### config.mk
export PLATFORM = sky130hd
export DESIGN_NAME = shift_normalizer
export DESIGN_NICKNAME = d
export VERILOG_FILES = /design/src/rtl/shift_normalizer_pkg.sv /design/src/rtl/shift_normalizer_norm_detect.sv /design/src/rtl/shift_normalizer.sv
export SDC_FILE = /design/constraint.sdc
export NUM_CORES = 1
export LEC_CHECK = 0
export BUFFER_PORTS_ARGS = -buffer_cell sky130_fd_sc_hd__buf_2
export CORE_MARGIN = 2
export CORE_UTILIZATION = 45
export CTS_BUF_LIST = sky130_fd_sc_hd__clkbuf_8 sky130_fd_sc_hd__clkbuf_16
export CTS_CLUSTER_SIZE = 8
export DETAILED_ROUTE_END_ITERATION = 7
export GPL_ROUTABILITY_DRIVEN = 0
export PLACE_DENSITY = 0.71
export SYNTH_ARGS = -nofsm -noshare
export SYNTH_HDL_FRONTEND = slang
export SYNTH_HIERARCHICAL = 1
export SYNTH_SLANG_ARGS = --single-unit
### constraint.sdc
create_clock -name clk -period 11.5 [get_ports clk]
set_clock_uncertainty 0.05 [all_clocks]
set_input_delay 1.15 -clock clk [delete_from_list [all_inputs] [get_ports clk]]
set_output_delay 1.15 -clock clk [all_outputs]
set_load 0.02 [all_outputs]
### src/rtl/shift_normalizer_pkg.sv
// Shared definitions for the shift normalizer: FSM state encodings and mode constants.
package shift_normalizer_pkg;

  typedef enum logic [1:0] {
    IDLE  = 2'd0,
    SHIFT = 2'd1,
    DONE  = 2'd2
  } state_t;

  localparam logic MODE_UNS = 1'b0;
  localparam logic MODE_SGN = 1'b1;

endpackage

### src/rtl/shift_normalizer_norm_detect.sv
// Combinational normalization test plus all-zero / all-one detection of a word.
module shift_normalizer_norm_detect
  import shift_normalizer_pkg::*;
#(
  parameter int WIDTH = 32
) (
  input  logic [WIDTH-1:0] word,
  input  logic             mode,
  output logic             normalized,
  output logic             all_zero,
  output logic             all_one
);

  // Signed words are normalized once the top two bits disagree.
  assign normalized = (mode == MODE_UNS) ? word[WIDTH-1]
                                         : (word[WIDTH-1] ^ word[WIDTH-2]);
  assign all_zero   = ~|word;
  assign all_one    = &word;

endmodule

### src/rtl/shift_normalizer.sv
// Iterative left-normalizer: shifts one bit per clock until the word is normalized
// and reports the shift count (leading zeros or redundant sign bits).
module shift_normalizer
  import shift_normalizer_pkg::*;
#(
  parameter int WIDTH = 32,
  parameter int CW    = 6
) (
  input  logic             clk,
  input  logic             rst_n,
  input  logic             start,
  input  logic             mode,
  input  logic [WIDTH-1:0] data_in,
  output logic             busy,
  output logic             done,
  output logic [WIDTH-1:0] result,
  output logic [CW-1:0]    shamt,
  output logic             zero
);

  localparam logic [CW-1:0] SHAMT_UNS_ZERO = CW'(WIDTH);
  localparam logic [CW-1:0] SHAMT_SGN_FULL = CW'(WIDTH - 1);

  state_t           state_reg, state_next;
  logic [WIDTH-1:0] work_reg, work_next;
  logic             mode_reg, mode_next;
  logic [CW-1:0]    cnt_reg, cnt_next;
  logic [WIDTH-1:0] result_reg, result_next;
  logic [CW-1:0]    shamt_reg, shamt_next;
  logic             zero_reg, zero_next;

  logic [WIDTH-1:0] det_word;
  logic             det_mode;
  logic             normalized, all_zero, all_one;

  // In IDLE the detector looks at the incoming operand so special cases are caught at capture.
  assign det_word = (state_reg == IDLE) ? data_in : work_reg;
  assign det_mode = (state_reg == IDLE) ? mode : mode_reg;

  shift_normalizer_norm_detect #(.WIDTH(WIDTH)) u_detect (
    .word       (det_word),
    .mode       (det_mode),
    .normalized (normalized),
    .all_zero   (all_zero),
    .all_one    (all_one)
  );

  always_ff @(posedge clk or negedge rst_n) begin
    if (!rst_n) begin
      state_reg  <= IDLE;
      work_reg   <= '0;
      mode_reg   <= MODE_UNS;
      cnt_reg    <= '0;
      result_reg <= '0;
      shamt_reg  <= '0;
      zero_reg   <= 1'b0;
    end else begin
      state_reg  <= state_next;
      work_reg   <= work_next;
      mode_reg   <= mode_next;
      cnt_reg    <= cnt_next;
      result_reg <= result_next;
      shamt_reg  <= shamt_next;
      zero_reg   <= zero_next;
    end
  end

  always_comb begin
    state_next  = state_reg;
    work_next   = work_reg;
    mode_next   = mode_reg;
    cnt_next    = cnt_reg;
    result_next = result_reg;
    shamt_next  = shamt_reg;
    zero_next   = zero_reg;
    case (state_reg)
      IDLE: begin
        if (start) begin
          work_next = data_in;
          mode_next = mode;
          cnt_next  = '0;
          if (mode == MODE_UNS && all_zero) begin
            result_next = '0;
            shamt_next  = SHAMT_UNS_ZERO;
            zero_next   = 1'b1;
            state_next  = DONE;
          end else if (mode == MODE_SGN && (all_zero || all_one)) begin
            result_next = all_one ? '1 : '0;
            shamt_next  = SHAMT_SGN_FULL;
            zero_next   = all_zero;
            state_next  = DONE;
          end else begin
            state_next = SHIFT;
          end
        end
      end
      SHIFT: begin
        // Outputs are only touched on exit so they stay stable while shifting.
        if (normalized) begin
          result_next = work_reg;
          shamt_next  = cnt_reg;
          zero_next   = 1'b0;
          state_next  = DONE;
        end else begin
          work_next = {work_reg[WIDTH-2:0], 1'b0};
          cnt_next  = cnt_reg + CW'(1);
        end
      end
      DONE:    state_next = IDLE;
      default: state_next = IDLE;
    endcase
  end

  assign busy   = (state_reg == SHIFT) || (state_reg == DONE);
  assign done   = (state_reg == DONE);
  assign result = result_reg;
  assign shamt  = shamt_reg;
  assign zero   = zero_reg;

endmodule

==> impl_metrics.env <==
export IMPL_cts_hold_buf=0
export IMPL_drc=0
export IMPL_rsz0062_at_grt="false"
export IMPL_synth_seq_cells=80
export IMPL_grt_pass1_wl_mm=16.25
export IMPL_path_clk_slew_ns=0.08
export IMPL_fin_crit_ns=4.717
export IMPL_leakagePower_nw=2.044
export IMPL_yosysSeqAreaShare_pct=49.16
export IMPL_rows=34
export IMPL_first_iter_violations=222
export IMPL_track_usage_pct=20.74
export IMPL_via_count=3317
export IMPL_max_clock_freq_mhz=212.0
export IMPL_routed_wl_mm=9.873
export IMPL_syn_avg_cell_area_um2=10.03
export IMPL_ctsRootBufferMaster="clkbuf_8"
export IMPL_tightest_slew_ns=1.158
export IMPL_fillers=846
export IMPL_cts_buffer_depth=2
export IMPL_maxSlewHeadroom_pct=22.80
export IMPL_yosysUniqueCellTypes=37
export IMPL_postCtsSetupBuffers=0
export IMPL_h_tree_depth=3
export IMPL_yosysWarnings=6
export IMPL_hold_path_class="flip-flop to flip-flop"
export IMPL_synth_cells=406
export IMPL_cts_resized=0
export IMPL_design_core_area_um2=8763
export IMPL_instances_no_fill=581
export IMPL_die_h_um=99.14
export IMPL_layout_drive_gt1_share_pct=29.18
export IMPL_worst_endpoint_required_ns=11.71
export IMPL_setup_violations=0
export IMPL_die_area_um2=9828
export IMPL_grt_overflow_total=0
export IMPL_clkSinkCount=80
export IMPL_whs_endpoint="shamt[0]$_DFFE_PN0P_"
export IMPL_portBuffers=76
export IMPL_initial_core_util_pct=46.47
export IMPL_ff2ff_path_depth=13
export IMPL_area_delta_synth_final_pct=14.75
export IMPL_place_ws_ns=6.731
export IMPL_worstSkewPairLatency_ns=0.36
export IMPL_slew_viol_final=0
export IMPL_numCtsBuffers=9
export IMPL_finalHoldViolCount=0
export IMPL_min_path_cells=1
export IMPL_critPathKind="flip-flop to flip-flop"
export IMPL_holdWs_ns=0.4402
export IMPL_wire_per_inst_um=16.99
export IMPL_netlist_area_um2=4073
export IMPL_cts_tree="built"
export IMPL_dp_cells=565
export IMPL_r2r_slack_ns=6.78
export IMPL_dr_pass1_iters=5
export IMPL_fin_ws_ns=6.783
export IMPL_grt_pass1_vias=3205
export IMPL_fin_tns_setup_ns=0
export IMPL_num_antenna_cells=0
export IMPL_vdd_ir_drop_max_v=0.0001626
export IMPL_timing_rr_end="zero$_DFFE_PN0P_"
export IMPL_critPathMaxFanout=56
export IMPL_power_density_nw_per_um2=309.5
export IMPL_worstSetupStartpointType="flip-flop"
export IMPL_fin_nets=512
export IMPL_mostFrequentLayoutCell="dfrtp_1"
export IMPL_grt_start_max_net_pins=81
export IMPL_arrival_ns=4.93
export IMPL_place_hpwl_mm=6.531
export IMPL_timing_rr_start="state_reg[1]$_DFFE_PN0P_"
export IMPL_cp_end_kind="flip-flop"
export IMPL_vias_per_cell=5.709
export IMPL_io_pins=77
export IMPL_ant_nets=0
export IMPL_status="finished, final reports clean"
export IMPL_hp_start="shamt[0]$_DFFE_PN0P_"
export IMPL_mostFrequentLayoutCells="dfrtp_1 (80), buf_2 (75), nor2_1 (73), nand2_1 (45), a31oi_1 (36)"
export IMPL_antenna_found_initial=0
export IMPL_period_share_pct=41.02
export IMPL_maxCapViolations=0
export IMPL_dieWidth_um=99.14
export IMPL_syn_nets=450
cell type report:
class	instances	area, um2	share of cell area [%]
flip-flops and latches	80	2002	42.84
inverters	8	30.03	0.6426
clock buffers	11	151.4	3.240
clock inverters	5	31.28	0.6693
multi-input cells	288	1903	40.72
repair buffers	81	420.4	8.996
well taps	108	135.1	2.892
stage by stage:
| step | util [%] | power (W) | area, um2 |
|---|---|---|---|
| finish | 53.33 | 0.001447 | 4673 |
| global route | 53.33 | 0.001549 | 4673 |
| CTS | 53.33 | 0.001452 | 4673 |
| detailed placement | 51.24 | 0.001257 | 4491 |
| global placement | 51.24 | 0.001230 | 4491 |
| floorplan | - | 0.001075 | 4073 |
critical path: stages (launching register included):
cell and delay [ns]:
dfrtp_1 0.41, inv_1 0.13, ha_1 0.16, buf_4 0.42, mux2_2 0.26, ha_1 0.14
nand4_1 0.09, or4_1 0.53, nor4_2 0.33, a21oi_1 0.19, a2111oi_4 1.03, buf_4 0.60
nand3b_1 0.14, o21ai_0 0.11
Yosys cell counts:
cell type / n / share of area, %
dfrtp_1: 80 / 49
nor2_1: 74 / 6.8
nand2_1: 45 / 4.1
a31oi_1: 36 / 5.5
mux2_2: 35 / 9.7
a221o_1: 28 / 6.9
buf_2: 11 / 1.4
clkbuf_1: 10 / 0.92
nand4_1: 9 / 1.4
ha_1: 8 / 2.5
inv_1: 8 / 0.74
o21ai_0: 7 / 0.86
nand2b_1: 6 / 0.92
nor4_1: 6 / 0.92
buf_1: 5 / 0.46
a21oi_1: 4 / 0.49
buf_4: 4 / 0.74
a211oi_1: 3 / 0.55
mux2i_1: 3 / 0.74
xnor2_1: 3 / 0.65
nand3_1: 2 / 0.25
nand3b_1: 2 / 0.37
nor2b_1: 2 / 0.31
nor3_1: 2 / 0.25
a2111oi_4: 1 / 0.68
a21o_1: 1 / 0.18
a22o_1: 1 / 0.22
a32o_1: 1 / 0.25
and2b_4: 1 / 0.25
and4_1: 1 / 0.22
mux2_1: 1 / 0.28
nand4_2: 1 / 0.31
nor4_2: 1 / 0.31
nor4b_1: 1 / 0.22
o21a_1: 1 / 0.18
o31ai_1: 1 / 0.18
or4_1: 1 / 0.18
metal layers:
metal,vias to the layer above,wire length (um),global-route usage (%)
met2,98,4803,32.54
met3,12,497,4.076
met5,-,0,0
met1,1603,4442,29.30
met4,0,130,6.533
li1,1604,-,-
report_power, final:
| part | switching (W) | internal, W | total [W] |
|---|---|---|---|
| Sequential | 0.0000818 | 0.000413 | 0.000494 |
| Combinational | 0.000460 | 0.000296 | 0.000756 |
| Clock | 0.000107 | 0.0000895 | 0.000196 |
| Total | 0.000649 | 0.000798 | 0.00145 |
logic make-up after synthesis:
group / count (synthesis) / share of synthesized area, %
compound gates: 84 / 16.01
xor+xnor: 3 / 0.6453
fa+ha+maj: 8 / 2.458
buf+inv: 38 / 4.209
flops: 80 / 49.16
mux: 39 / 10.69
simple gates: 154 / 16.84
worst max-delay path by stage:
| stage | startpoint | end | slack, ns | cells past startpoint |
|---|---|---|---|---|
| floorplan | state_reg[0]$_DFFE_PN0P_ | shamt[0]$_DFFE_PN0P_ | 7.81 | 13 |
| CTS | state_reg[1]$_DFFE_PN0P_ | zero$_DFFE_PN0P_ | 6.75 | 13 |
| detailed placement | data_in[30] | result[25]$_DFFE_PN0P_ | 6.73 | 11 |
| global placement | data_in[30] | result[25]$_DFFE_PN0P_ | 6.87 | 11 |
| global route | state_reg[1]$_DFFE_PN0P_ | zero$_DFFE_PN0P_ | 6.34 | 13 |
| finish | state_reg[1]$_DFFE_PN0P_ | zero$_DFFE_PN0P_ | 6.78 | 13 |
No activity file was read; power rests on OpenSTA's default activity.
